`src/rtl/apu_cmd_uart_tx.sv`:
```
// APU register-write serializer: {addr,data} commands -> two 8N1 frames (data, then address) on tx.
// Latency: write into idle empty block starts the frame (tx falls) one edge after acceptance.
// Backpressure: wr_ready = !full; optional APU_TX_STOP2_EN adds a second stop bit.

module apu_cmd_fifo #(
  parameter int W     = 14,
  parameter int DEPTH = 4
) (
  input  logic         clk,
  input  logic         rst_n,
  input  logic         in_vld,
  output logic         in_rdy,
  input  logic [W-1:0] in_dat,
  output logic         out_vld,
  input  logic         out_rdy,
  output logic [W-1:0] out_dat
);
  localparam int AW = $clog2(DEPTH);

  logic [W-1:0]  mem [DEPTH];
  logic [AW-1:0] wr_ptr;
  logic [AW-1:0] rd_ptr;
  logic [AW:0]   count;
  logic          push;
  logic          pop;

  assign in_rdy  = (count != (AW+1)'(DEPTH));
  assign out_vld = (count != '0);
  assign out_dat = mem[rd_ptr];
  // A full FIFO refuses a push even when a pop happens the same cycle.
  assign push    = in_vld && in_rdy;
  assign pop     = out_rdy && out_vld;

  always_ff @(posedge clk or negedge rst_n) begin
    if (!rst_n) begin
      wr_ptr <= '0;
      rd_ptr <= '0;
      count  <= '0;
    end else begin
      if (push) wr_ptr <= wr_ptr + 1'b1;
      if (pop)  rd_ptr <= rd_ptr + 1'b1;
      case ({push, pop})
        2'b10:   count <= count + 1'b1;
        2'b01:   count <= count - 1'b1;
        default: count <= count;
      endcase
    end
  end

  always_ff @(posedge clk) begin
    if (push) mem[wr_ptr] <= in_dat;
  end
endmodule

module apu_cmd_uart_tx #(
  parameter int CLKS_PER_BIT = 186,
  parameter int FIFO_DEPTH   = 4
) (
  input  logic       clk,
  input  logic       rst_n,
  input  logic       wr_valid,
  output logic       wr_ready,
  input  logic [5:0] wr_addr,
  input  logic [7:0] wr_data,
  output logic       tx,
  output logic       busy
);
  localparam int BW = $clog2(CLKS_PER_BIT);
  localparam logic [BW-1:0] BAUD_LAST = BW'(CLKS_PER_BIT - 1);

  typedef enum logic [1:0] {IDLE, START, DATA, STOP} state_t;

  state_t        state;
  logic [BW-1:0] baud_cnt;
  logic [2:0]    bit_cnt;
  logic [7:0]    shreg;
  logic [7:0]    addr_byte;
  logic          byte_sel;

  logic          fifo_vld;
  logic          fifo_pop;
  logic [13:0]   fifo_dat;
  logic [7:0]    data_byte_nxt;
  logic [7:0]    addr_byte_nxt;
  logic          baud_end;
  logic          stop_end;

  apu_cmd_fifo #(.W(14), .DEPTH(FIFO_DEPTH)) u_fifo (
    .clk     (clk),
    .rst_n   (rst_n),
    .in_vld  (wr_valid),
    .in_rdy  (wr_ready),
    .in_dat  ({wr_addr, wr_data}),
    .out_vld (fifo_vld),
    .out_rdy (fifo_pop),
    .out_dat (fifo_dat)
  );

  // data[7] travels in the address frame so both frames carry a type flag in bit 7.
  assign data_byte_nxt = {1'b0, fifo_dat[6:0]};
  assign addr_byte_nxt = {1'b1, fifo_dat[13:8], fifo_dat[7]};
  assign baud_end      = (baud_cnt == BAUD_LAST);

`ifdef APU_TX_STOP2_EN
  logic stop_ph;
  assign stop_end = baud_end && stop_ph;
`else
  assign stop_end = baud_end;
`endif

  assign fifo_pop = fifo_vld &&
                    ((state == IDLE) || ((state == STOP) && stop_end && byte_sel));
  assign busy     = (state != IDLE) || fifo_vld;

  always_ff @(posedge clk or negedge rst_n) begin
    if (!rst_n) begin
      state     <= IDLE;
      baud_cnt  <= '0;
      bit_cnt   <= '0;
      shreg     <= '0;
      addr_byte <= '0;
      byte_sel  <= 1'b0;
      tx        <= 1'b1;
`ifdef APU_TX_STOP2_EN
      stop_ph   <= 1'b0;
`endif
    end else begin
      case (state)
        IDLE: begin
          baud_cnt <= '0;
          if (fifo_vld) begin
            shreg     <= data_byte_nxt;
            addr_byte <= addr_byte_nxt;
            byte_sel  <= 1'b0;
            tx        <= 1'b0;
            state     <= START;
          end
        end
        START: begin
          if (baud_end) begin
            baud_cnt <= '0;
            bit_cnt  <= '0;
            tx       <= shreg[0];
            shreg    <= shreg >> 1;
            state    <= DATA;
          end else begin
            baud_cnt <= baud_cnt + 1'b1;
          end
        end
        DATA: begin
          if (baud_end) begin
            baud_cnt <= '0;
            if (bit_cnt == 3'd7) begin
              tx    <= 1'b1;
              state <= STOP;
            end else begin
              tx      <= shreg[0];
              shreg   <= shreg >> 1;
              bit_cnt <= bit_cnt + 1'b1;
            end
          end else begin
            baud_cnt <= baud_cnt + 1'b1;
          end
        end
        STOP: begin
          if (baud_end) begin
            baud_cnt <= '0;
`ifdef APU_TX_STOP2_EN
            stop_ph  <= !stop_ph;
`endif
          end else begin
            baud_cnt <= baud_cnt + 1'b1;
          end
          // Next frame starts straight from STOP so the line never idles between frames.
          if (stop_end) begin
            if (!byte_sel) begin
              shreg    <= addr_byte;
              byte_sel <= 1'b1;
              tx       <= 1'b0;
              state    <= START;
            end else if (fifo_vld) begin
              shreg     <= data_byte_nxt;
              addr_byte <= addr_byte_nxt;
              byte_sel  <= 1'b0;
              tx        <= 1'b0;
              state     <= START;
            end else begin
              state <= IDLE;
            end
          end
        end
        default: state <= IDLE;
      endcase
    end
  end
endmodule
```
`config.mk`:
```
export PLATFORM = sky130hd
export DESIGN_NAME = apu_cmd_uart_tx
export DESIGN_NICKNAME = d
export VERILOG_FILES = /design/src/rtl/apu_cmd_uart_tx.sv
export SDC_FILE = /design/constraint.sdc
export NUM_CORES = 1
export LEC_CHECK = 0
export BUFFER_PORTS_ARGS = -buffer_cell sky130_fd_sc_hd__buf_2
export CAP_MARGIN = 0
export CORE_ASPECT_RATIO = 0.6
export CORE_UTILIZATION = 60
export CTS_BUF_LIST = sky130_fd_sc_hd__clkbuf_8
export DETAILED_ROUTE_END_ITERATION = 6
export GPL_TIMING_DRIVEN = 0
export HOLD_SLACK_MARGIN = 0.15
export PLACE_DENSITY = 0.78
export SYNTH_ARGS = -nofsm -noshare
export SYNTH_HDL_FRONTEND = slang
export SYNTH_HIERARCHICAL = 1
export SYNTH_SLANG_ARGS = --single-unit
```
`constraint.sdc`:
```
create_clock -name clk -period 5.7 [get_ports clk]
set_input_delay 0.855 -clock clk [delete_from_list [all_inputs] [get_ports clk]]
set_output_delay 0.855 -clock clk [all_outputs]
set_load 0.02 [all_outputs]
```
Word level (Yosys, flattened, before mapping) --
Memories as Yosys holds them, arrays and structs flattened. Cells that the tools add are included.
Word-level totals: input port bits 17, register bits 38, output and inout port bits 3, memory bits (writable) 56, logic and storage cells 92, memories 1
Cells by class: muxes and demuxes 40, eq/ne operators 15, add/subtract/negate cells 6, reduce and logical (&&, ||, !) cells 20
Memory list:
- u_fifo.mem | depth 4, width 14, read ports 1, clocked after memory_dff 0, wr ports 1, RTL line 20 | logic [W-1:0] mem [DEPTH];
Operator list (count):
- $mux 8 | 10
- $pmux 8 s2 | 2
- $pmux 8 s4 | 1
- $mux 1 | 14
- $ne 2x2->1 const B | 7
- $pmux 3 s2 | 2
- $mux 2 | 5
- $mux 3 | 3
- $reduce_and 3->1 | 3
- $add 8x1->8 const B | 1
- $eq 8x8->1 const B | 1
- $pmux 2 s4 | 1
- $reduce_and 4->1 | 2
- $reduce_bool 2->1 | 4
- $add 3x1->3 const B | 2
- $eq 2x2->1 const B | 3
- $logic_and 1x1->1 | 5
- $reduce_and 5->1 | 1
- $add 2x1->2 const B | 2
- $eq 2x1->1 const B | 2
- $pmux 1 s4 | 1
- $eq 3x3->1 const B | 1
- $ne 3x3->1 const B | 1
- $reduce_bool 3->1 | 1
- 5 further kinds | 6

Longest topological paths before layout --
Gate-level depths: netlist of run 1.
word-level depth 8, mapped depth 12, gate-level depth less buffers 12

Cells and area by module --
Netlist of run 1, hierarchy kept.
Modules (own cells, without submodules):
- apu_cmd_fifo | times used 1, seq. area each 1856.8 um^2, cells an instance 110, area an instance 2447.3 um^2
- apu_cmd_uart_tx | times used 1, seq. area each 777.0 um^2, cells an instance 131, area an instance 1621.6 um^2

Worst setup path before layout of run 1 --
OpenSTA, ideal clock, no wires.
path kind register to register, start point register baud_cnt[1], end point register u_fifo.count[2], data required time 5.621 ns, setup slack 3.391 ns, clock period less this slack 2.309 ns, path buffers 0, stages on the path, launching flop included 13, setup time 0.079 ns, arrival 2.229 ns, cell sequence dfrtp_1 -> inv_1 -> ha_1 -> nand4bb_4 -> nor3_4 -> o21a_1 -> o31a_2 -> ha_1 -> inv_1 -> fa_1 -> xor2_1 -> nor2_1 -> xor2_1
Between the ends: word-level cells in the longest chain between the ends 8, elaborated cells between the ends (all ways) 10, classes of those cells eq/ne (3); mux (1); reduce/logical (6)
RTL lines:
- start, declared | RTL line 74 | logic [BW-1:0] baud_cnt;
- start signal, assigned | RTL line 147 | baud_cnt <= baud_cnt + 1'b1;
- start signal, assigned | RTL line 162 | baud_cnt <= baud_cnt + 1'b1;
- start signal, assigned | RTL line 172 | baud_cnt <= baud_cnt + 1'b1;
- $eq 8x8->1 (*) | RTL line 102 | assign baud_end = (baud_cnt == BAUD_LAST);
- $logic_and 1x1->1 (*) (2 in series) | RTL line 112 | ((state == IDLE) || ((state == STOP) && stop_end && byte_sel));
- $logic_or 1x1->1 (*) | RTL line 112
- $logic_and 1x1->1 (*) | RTL line 111 | assign fifo_pop = fifo_vld &&
- named net fifo_pop | RTL line 81 | logic fifo_pop;
- $logic_and 1x1->1 (*) | RTL line 32 | assign pop = out_rdy && out_vld;
- named net u_fifo.pop | RTL line 25 | logic pop;
- $eq 2x1->1 / $eq 2x2->1 (equally long branches) | RTL line 42 | case ({push, pop})
- $pmux 3 s2 / $reduce_bool 2->1 (equally long branches)
- end signal, assigned | RTL line 43 | 2'b10: count <= count + 1'b1;
- end signal, assigned | RTL line 44 | 2'b01: count <= count - 1'b1;
- end signal, assigned | RTL line 45 | default: count <= count;
- end, declared | RTL line 23 | logic [AW:0] count;
Mark *: on every way through the listed nets, which the timed path passes. The rest lies on a longest branch. A chain may end at the register's enable or synchronous reset.

Worst setup path after layout of run 1 --
start point register u_fifo.count[0], end point output busy
Between the ends: word-level cells in the longest chain between the ends 2
RTL lines:
- $reduce_bool 3->1 | RTL line 28 | assign out_vld = (count != '0);
- named net fifo_vld | RTL line 80 | logic fifo_vld;
- $logic_or 1x1->1 | RTL line 113 | assign busy = (state != IDLE) || fifo_vld;
- end, declared | RTL line 66 | output logic busy
The timed path passes the listed nets, and every way through them passes these cells.

==> results of run 1 <==
==> cells by family after synthesis <==
family	after synthesis
xor gates and xnor gates	12
and+or+nand+nor	45
AOI/OAI and AO/OA	34
DFF	94
muxes	25
buffers and inverters	15
adders and majority gates	16
==> layer usage <==
layer / vias to the layer above / part of all wire (%) / GRT usage (%)
met5: - / 0 / 0
met4: 0 / 0.98 / 5.41
met3: 10 / 5.7 / 6.50
met2: 67 / 43 / 31.0
met1: 1092 / 50 / 34.8
li1: 989 / - / -
==> synth_stat cells (all sizes together) (2+ instances only) <==
cell type	n	area [sq um]
o21ai	4	31.3
a222oi	7	70.1
ha	15	188
nor3	3	26.3
nor2	11	41.3
a22o	5	43.8
mux4	14	315
and2	2	16.3
nand2	5	18.8
and3	7	50.1
nor2b	3	18.8
or2	2	12.5
buf	4	22.5
edfxtp	56	1680
xor2	7	61.3
xnor2	5	43.8
a21oi	2	10.0
dfrtp	37	926
mux2	10	116
nand3	5	37.5
nand2b	2	12.5
o2bb2ai	9	78.8
inv	10	37.5
==> how the worst min path moves through the flow <==
| stage | start | to | cells past startpoint |
|---|---|---|---|
| 2_1_floorplan | addr_byte[7]$_DFFE_PN0P_ | addr_byte[7]$_DFFE_PN0P_ | 1 |
| 3_3_place_gp | addr_byte[7]$_DFFE_PN0P_ | addr_byte[7]$_DFFE_PN0P_ | 1 |
| 3_5_place_dp | addr_byte[7]$_DFFE_PN0P_ | addr_byte[7]$_DFFE_PN0P_ | 1 |
| 4_1_cts | addr_byte[7]$_DFFE_PN0P_ | addr_byte[7]$_DFFE_PN0P_ | 1 |
| 5_1_grt | addr_byte[7]$_DFFE_PN0P_ | addr_byte[7]$_DFFE_PN0P_ | 1 |
| 6_report | addr_byte[7]$_DFFE_PN0P_ | addr_byte[7]$_DFFE_PN0P_ | 1 |
==> where the power goes <==
| group | leakage (uW) | switching [uW] | internal [uW] |
|---|---|---|---|
| registers | 0.000971 | 35.1 | 830 |
| logic | 0.000661 | 117 | 80.8 |
| clock network | 0.0000851 | 211 | 152 |
| total | 0.00172 | 363 | 1060 |
==> final cells by class <==
type / count / area, sq um / share of cell area, %
inverters: 10 / 37.5 / 0.848
multi-input cells: 132 / 1370 / 31.0
clock buffers: 9 / 124 / 2.80
flip-flops and latches: 94 / 2630 / 59.5
plain buffers: 5 / 27.5 / 0.622
repair buffers: 19 / 95.1 / 2.15
well taps: 84 / 105 / 2.37
clock inverters: 6 / 32.5 / 0.735
==> flip-flops by register name, indices dropped and copies added, names as in the netlist <==
| register | flops |
|---|---|
| addr_byte | 8 |
| baud_cnt | 8 |
| bit_cnt | 3 |
| byte_sel | 1 |
| shreg | 8 |
| state | 2 |
| tx | 1 |
| u_fifo/count | 3 |
| u_fifo/mem | 56 |
| u_fifo/rd_ptr | 2 |
| u_fifo/wr_ptr | 2 |
==> through the flow <==
stage / setup slack (ps) / hold WS [ps] / std cells / total power, uW / cell area [sq um]
4_1_cts: 2960 / 486 / 359 / 1440 / 4430
2_1_floorplan: 3390 / 432 / 241 / 1010 / 4070
3_5_place_dp: 3150 / 460 / 344 / 1080 / 4270
5_1_grt: 2900 / 496 / 359 / 1500 / 4430
3_3_place_gp: 3200 / 456 / 344 / 1070 / 4270
6_report: 2980 / 481 / 359 / 1430 / 4430
==> flow_summary.yaml, run 1 <==
synth:
  synth_cell_type_count: 46
  synthFlopType: "edfxtp_1"
  syn_avg_cell_area_sq_um: 16.9
  synthArstFlopShare_pct: 40.4
  synth-compound-area-share_pct: 7.75
  synth-adder-area-share_pct: 5.10
  yosys-mux-area-fraction_pct: 10.9
  syn_inst: 241
  syn-num-nets: 274
  synth-simple-area-share_pct: 7.38
  synth_top_family_by_area: "multiplexers"
  synth-seq-area-share_pct: 64.7
  synth_edf_count: 56
  synthXorXnorAreaFrac_pct: 2.58
  ys_ff_latch: 94
  syn_area_sq_mm: 0.00407
  yosysWarningCount: 6
layout:
  final_common_cell: "edfxtp_1"
  syn_to_final_growth_pct: 8.76
  diodes: 0
  final_cell_mix: "edfxtp_1 (56), dfrtp_1 (37), buf_2 (22)"
  layout.nets: 304
  drive_gt1_share_pct: 29.5
  final.fill_count: 439
  utilization_pct: 69.9
timing:
  finalHoldViolCount: 0
  finalClockSkew_ps: 10.6
  worst_slew_pin_slew_ps: 865
  max_clock_freq_mhz: 367
  slew_headroom_pct: 42.3
  grt_setup_unrepaired: "false"
  tns_ps: 0
  fin_crit_sh_pct: 47.8
  setup_viol_count_final: 0
  min_period_ps: 2720
  slew_viol_final: 0
pwr:
  pwr_density_cell_mw_per_mm2: 322
  irDropWorstVdd_v: 0.000277
  leakagePower_uw: 0.00172
worst_hold_path:
  hold_class: "flop to flop"
drt:
  initialDrtViolationCount: 171
  viasPerCell: 6.01
  vias: 2158
  detail_route.wl_per_cell_microns: 19.3
  drtAntennaViolNets: 0
  wl_microns: 6910
  dr.pass1.iters: 4
  drc_errors: 0
cts:
  clock-sinks: 94
  cts_resized: 0
  cts_tree: "built"
  clk_pin_slew_ps: 80
  root_buffer: "clkbuf_8"
  cts_hold_buf: 0
  postCtsSetupBuffers: 0
  cts.path.max_buffers: 2
  cts_max_level: 3
  cts_made_buffers: 9
  clk_latency_ps: 350
setup_path:
  crit_arrival_ps: 1870
  reg2reg_from: "state[1]$_DFFE_PN0P_"
  cp-start-kind: "flop"
  r2r_slack_ps: 3100
  critPathMaxStageDelay_ps: 480
  startpoint: "u_fifo/count[0]$_DFFE_PN0P_"
  reg2regPathDepth: 11
  crit_family: "simple AND/OR/NAND/NOR gates"
  worstPathRequired_ps: 4850
  cp_num_buf_inv: 2
  setup.worst_path.end_class: "output pin"
  crit_slowest_cell: "or3_2"
  reg2reg_to: "u_fifo/count[2]$_DFFE_PN0P_"
  path_class: "flop to output pin"
  critical_path_cell_count: 4
  crit_chain: "or3_2 > clkbuf_2 > nand2b_1 > buf_2"
  crit_end: "busy"
  critPathMaxFanout: 7
status:
  outcome: "finished, final reports clean"
global_route:
  grt_remaining_overflow: 0
  antenna_found_initial: 0
  grt_usage_pct: 22.3
  grt_pass1_vias: 2110
  grt_start_max_net_pins: 39
  grt_first_pass_wirelength_microns: 11300
floorplan:
  dieArea_sq_mm: 0.00713
  io_pins: 20
  rows: 22
  dieWidth_microns: 108
  core_sq_mm: 0.00633
  start_util_pct: 64.3
  die_y_microns: 65.8
placed_design:
  io_buffers: 19
  gp_congestion: 0.745
  place_hpwl_microns: 4700
flow_run:
  maxCapViolations: 0
Power figures use the tool's default switching activity.
==> run 2: changes to the inputs <==
==> constraint.sdc (replaced) <==
create_clock -name clk -period 2.77 [get_ports clk]
set_input_delay 0.4155 -clock clk [delete_from_list [all_inputs] [get_ports clk]]
set_output_delay 0.4155 -clock clk [all_outputs]
set_load 0.02 [all_outputs]
==> run 2 against run 1 <==
  * Sequential cell count unchanged
  * Register-to-register slack lost 2900 ps
  * Setup slack got worse by 2800 ps
  * Clock skew barely moved
  * Non-clock buffer count stayed put
  * Sequential share of layout area about the same
  * Total power increased by 110%
  * Hold slack got worse by 310 ps
  * Utilization about the same
  * Die area unchanged
  * Largest cell class unchanged
==> flow_summary.yaml, run 2 (synthesis gave the netlist of run 1 again) <==
setup_path:
  setup.worst_path.end_class: "flop"
  crit_family: "adder cells"
  path_class: "flop to flop"
  crit_arrival_ps: 2830
  crit_chain: "inv_1 > ha_1 > nand4bb_4 > nor3_4 > o21a_1 > o31a_2 > ha_1 > inv_1 > fa_1 > xor2_1 > nor2_1 > xor2_1"
  worstPathRequired_ps: 3050
  critPathMaxFanout: 4
  crit_slowest_cell: "dfrtp_1"
  cp-start-kind: "flop"
  critPathMaxStageDelay_ps: 410
  cp_num_buf_inv: 2
drt:
  viasPerCell: 6.02
  wl_microns: 6910
  vias: 2160
  dr.pass1.iters: 5
  drtAntennaViolNets: 0
  drc_errors: 0
  detail_route.wl_per_cell_microns: 19.2
  initialDrtViolationCount: 172
cts:
  cts.path.max_buffers: 2
  clock-sinks: 94
  clk_pin_slew_ps: 90
  cts_max_level: 3
  root_buffer: "clkbuf_8"
  cts_hold_buf: 0
  cts_tree: "built"
  postCtsSetupBuffers: 0
  clk_latency_ps: 350
  cts_made_buffers: 9
layout:
  largest_register_ffs: 56
  final_common_cell: "edfxtp_1"
  layout.nets: 304
  utilization_pct: 69.9
  final.fill_count: 438
  multi_input_comb_area_sq_mm: 0.00137
  final_cell_mix: "edfxtp_1 (56), dfrtp_1 (37), buf_2 (22)"
  register_area_sq_mm: 0.00263
  syn_to_final_growth_pct: 8.83
  largest-register: "u_fifo/mem"
  diodes: 0
  drive_gt1_share_pct: 29.8
timing:
  max_clock_freq_mhz: 391
  finalHoldViolCount: 0
  finalClockSkew_ps: 10.6
  grt_setup_unrepaired: "false"
  worst_hold_slack_ps: 173
  worst_slew_pin_slew_ps: 864
  slew_viol_final: 0
  tns_ps: 0
  slew_headroom_pct: 42.4
  min_period_ps: 2560
  setup_viol_count_final: 0
  fin_crit_sh_pct: 92.2
pwr:
  pwr_density_cell_mw_per_mm2: 662
  pwr-share-comb_pct: 13.9
  p_int_uw: 2190
  sw_frac_of_total_pct: 25.5
  leakagePower_uw: 0.00172
  p_switching_uw: 747
  seq_power_share_pct: 60.7
  power_uw: 2930
  irDropWorstVdd_v: 0.000570
  clkPwrFrac_pct: 25.4
floorplan:
  rows: 22
  io_pins: 20
  dieWidth_microns: 108
  core_sq_mm: 0.00633
  start_util_pct: 64.3
  die_y_microns: 65.8
  dieArea_sq_mm: 0.00713
global_route:
  grt_remaining_overflow: 0
  grt_start_max_net_pins: 39
  grt_usage_pct: 22.3
  grt_first_pass_wirelength_microns: 11300
  antenna_found_initial: 0
  grt_pass1_vias: 2110
placed_design:
  io_buffers: 19
  gp_congestion: 0.745
  place_hpwl_microns: 4700
status:
  outcome: "finished, final reports clean"
flow_run:
  maxCapViolations: 0
worst_hold_path:
  hold_class: "input pin to asynchronous set/reset pin"
-- run 2: cell counts in the layout (fill, tap and decap cells not counted) --
No cell type changed its count.
-- run 2: timing repair --
item	4_1_cts	5_1_grt
hold endpoints to repair	0	0
setup endpoints to repair	0	1
gates resized for setup	0	1
-- run 2: power groups by stage --
stage | logic, uW | clock network (uW) | registers [uW]
after CTS | 414 | 767 | 1780
after detailed placement | 414 | 0 | 1810
after global placement | 395 | 0 | 1800
final | 408 | 745 | 1780
after floorplan | 289 | 0 | 1790
after global routing | 449 | 831 | 1800
-- run 2: worst register-to-register path, stage by stage, from the launching register on --
cell       delay [ps]
dfrtp_1           410
inv_1              60
ha_1              210
nand4bb_4         180
nor3_4            250
o21a_1            150
o31a_2            190
ha_1              190
inv_1              60
fa_1              370
xor2_1            150
nor2_1            110
xor2_1            140
-- run 2: path summary, 6_finish.rpt --
kind                                     startpoint                     endpoint  slack, ps  cells after the start
setup / recovery              baud_cnt[1]$_DFF_PN0_  u_fifo/count[2]$_DFFE_PN0P_        210                     12
hold / removal                                rst_n     addr_byte[2]$_DFFE_PN0P_        170                      1
setup reg to reg              baud_cnt[1]$_DFF_PN0_  u_fifo/count[2]$_DFFE_PN0P_        210                     12
hold reg to reg            addr_byte[7]$_DFFE_PN0P_     addr_byte[7]$_DFFE_PN0P_        480                      1
max in group asynchronous                     rst_n       bit_cnt[0]$_DFFE_PN0P_       2050                      1
min in group clk                         wr_data[5]   u_fifo/mem[1][5]$_DFFE_PP_        280                      1
-- run 2: through the flow --
stage	setup WS (ps)	instance area, sq um	cells
after detailed placement	220	4270	344
after CTS	183	4430	359
final	215	4430	359
after global placement	267	4270	344
after floorplan	461	4070	241
after global routing	17.6	4430	359
-- run 2: layer usage --
metal	vias up	track usage (%)	share of wire, %
met2	65	31.0	43
met3	10	6.50	5.6
met4	0	5.41	0.98
met1	1096	34.8	50
met5	-	0	0
li1	989	-	-
-- run 2: cell type report --
cell class | instances | share of cell area, %
plain buffers | 5 | 0.622
clock buffers | 9 | 2.80
clock inverters | 6 | 0.735
inverters | 10 | 0.848
multi-input cells | 132 | 31.0
flip-flops and latches | 94 | 59.5
well taps | 84 | 2.37
repair buffers | 19 | 2.15
==> run 3: changes to the inputs <==
--- a/config.mk
+++ b/config.mk
@@ -5,13 +5,12 @@
 export SDC_FILE = /design/constraint.sdc
 export NUM_CORES = 1
 export LEC_CHECK = 0
-export BUFFER_PORTS_ARGS = -buffer_cell sky130_fd_sc_hd__buf_2
-export CAP_MARGIN = 0
+export BUFFER_PORTS_ARGS = -buffer_cell sky130_fd_sc_hd__buf_4
+export CAP_MARGIN = 20
 export CORE_ASPECT_RATIO = 0.6
 export CORE_UTILIZATION = 60
 export CTS_BUF_LIST = sky130_fd_sc_hd__clkbuf_8
 export DETAILED_ROUTE_END_ITERATION = 6
-export GPL_TIMING_DRIVEN = 0
 export HOLD_SLACK_MARGIN = 0.15
 export PLACE_DENSITY = 0.78
 export SYNTH_ARGS = -nofsm -noshare
==> run 3 against run 2 <==
  * First-iteration DRC count decreased by 25%
  * Sequential cell count unchanged
  * Utilization increased by 1.3 points
  * Clock power increased by 13%
  * Cell count increased by 0.28%
  * Critical path type unchanged
  * Routed wire length decreased by 0.88%
  * Setup slack improved by 80 ps
==> flow_summary.yaml, run 3 (synthesis gave the netlist of run 1 again) <==
global_route:
  grt_start_max_net_pins: 39
  grt_first_pass_wirelength_microns: 11500
  grt_usage_pct: 23.0
  grt_remaining_overflow: 0
  grt_pass1_vias: 2145
  antenna_found_initial: 0
drt:
  detail_route.wl_per_cell_microns: 19.0
  dr.pass1.iters: 5
  drc_errors: 0
  vias: 2180
  initialDrtViolationCount: 129
  wl_microns: 6840
  viasPerCell: 6.06
  drtAntennaViolNets: 0
cts:
  cts.path.max_buffers: 2
  clk_latency_ps: 360
  cts_max_level: 3
  cts_tree: "built"
  root_buffer: "clkbuf_8"
  cts_resized: 0
  cts_made_buffers: 9
  clock-sinks: 94
  clk_pin_slew_ps: 80
pwr:
  p_int_uw: 2290
  seq_power_share_pct: 58.8
  leakagePower_uw: 0.00176
  irDropWorstVdd_v: 0.000492
  clkPwrFrac_pct: 27.8
  sw_frac_of_total_pct: 24.6
  pwr-share-comb_pct: 13.4
  p_switching_uw: 744
  pwr_density_cell_mw_per_mm2: 672
layout:
  final_cell_area_sq_mm: 0.00451
  final_cell_mix: "edfxtp_1 (56), dfrtp_1 (37), buf_4 (23)"
  drive_gt1_share_pct: 29.3
  syn_to_final_growth_pct: 10.9
  largest-register: "u_fifo/mem"
  layout.nets: 304
  largest_register_ffs: 56
  diodes: 0
  final_common_cell: "edfxtp_1"
status:
  outcome: "finished, final reports clean"
setup_path:
  critical_path_cell_count: 12
  crit_family: "adder cells"
  critPathMaxStageDelay_ps: 390
  cp-start-kind: "flop"
  r2r_slack_ps: 300
  path_class: "flop to flop"
  reg2reg_from: "baud_cnt[1]$_DFF_PN0_"
  cp_num_buf_inv: 2
  crit_slowest_cell: "dfrtp_1"
  crit_end: "u_fifo/count[2]$_DFFE_PN0P_"
  crit_arrival_ps: 2760
  crit_chain: "inv_1 > ha_1 > nand4bb_4 > nor3_4 > o21a_1 > o31a_2 > ha_1 > inv_1 > fa_1 > xor2_1 > nor2_1 > xor2_1"
  startpoint: "baud_cnt[1]$_DFF_PN0_"
  critPathMaxFanout: 4
  reg2reg_to: "u_fifo/count[2]$_DFFE_PN0P_"
  setup.worst_path.end_class: "flop"
  reg2regPathDepth: 12
  worstPathRequired_ps: 3060
floorplan:
  start_util_pct: 64.3
  core_sq_mm: 0.00633
  io_pins: 20
  die_y_microns: 65.8
  dieWidth_microns: 108
  rows: 22
  dieArea_sq_mm: 0.00713
timing:
  slew_headroom_pct: 53.5
  setup_viol_count_final: 0
  grt_setup_unrepaired: "false"
  finalClockSkew_ps: 9.35
  worst_hold_slack_ps: 252
  min_period_ps: 2470
  tns_ps: 0
  worst_slew_pin_slew_ps: 697
  finalHoldViolCount: 0
  fin_crit_sh_pct: 89.3
  max_clock_freq_mhz: 404
  slew_viol_final: 0
  setup_ws_ps: 295
placed_design:
  place_area_sq_mm: 0.00432
  gp_congestion: 0.773
  post-place-ws_ps: 300
  place_hpwl_microns: 4690
  io_buffers: 19
worst_hold_path:
  hold_class: "input pin to flop"
flow_run:
  maxCapViolations: 0
## run 3: area by class of cell
class | instances | area (sq um)
clock buffer | 9 | 124
clock inverter | 7 | 60.1
fill | 406 | 1820
inverter | 10 | 37.5
multi-input combinational | 132 | 1370
sequential | 94 | 2630
tap | 84 | 105
timing repair buffer | 24 | 183
## run 3: how the worst min path moves through the flow
stage               startpoint                          end  slack, ps  cells past startpoint
floorplan                rst_n     addr_byte[0]$_DFFE_PN0P_        120                      0
global placement         rst_n     addr_byte[2]$_DFFE_PN0P_        410                      1
detailed placement       rst_n     addr_byte[4]$_DFFE_PN0P_        420                      1
CTS                 wr_addr[5]  u_fifo/mem[2][13]$_DFFE_PP_        230                      1
global route        wr_addr[5]  u_fifo/mem[2][13]$_DFFE_PP_        230                      1
finish              wr_addr[5]  u_fifo/mem[0][13]$_DFFE_PP_        250                      1
## run 3: worst register-to-register path, delay by kind of cell, from the launching register on
family          cells  cell delay [ps]
buf+inv             2              120
compound gates      2              300
simple gates        3              530
flops               1              390
fa+ha+maj           3              750
xor+xnor            2              300
## run 3: repair_timing
item / CTS / global route
hold endpoints to repair: 37 / 0
hold buffers: 1 / 0
buffers inserted: 0 / 0
## run 3: metal layers
metal,wire (microns),vias to the layer above,GRT usage [%]
met5,0,-,0
met1,3360,1109,36.8
met3,497,11,5.91
met4,107,0,8.61
li1,-,994,-
met2,2880,66,30.0
## run 3: power by group through the flow
| stage | registers [uW] | logic (uW) | clock network, uW |
|---|---|---|---|
| after floorplan | 1790 | 289 | 0 |
| after global placement | 1810 | 403 | 0 |
| after detailed placement | 1810 | 409 | 0 |
| after CTS | 1780 | 412 | 868 |
| after global routing | 1810 | 446 | 918 |
| final | 1780 | 406 | 844 |
## run 3: per-stage QoR
step	util [%]	power, uW	std cells
global route	71.3	3170	360
global placement	68.2	2210	343
floorplan	-	2070	241
CTS	71.3	3060	360
finish	71.3	3030	360
detailed placement	68.2	2220	343
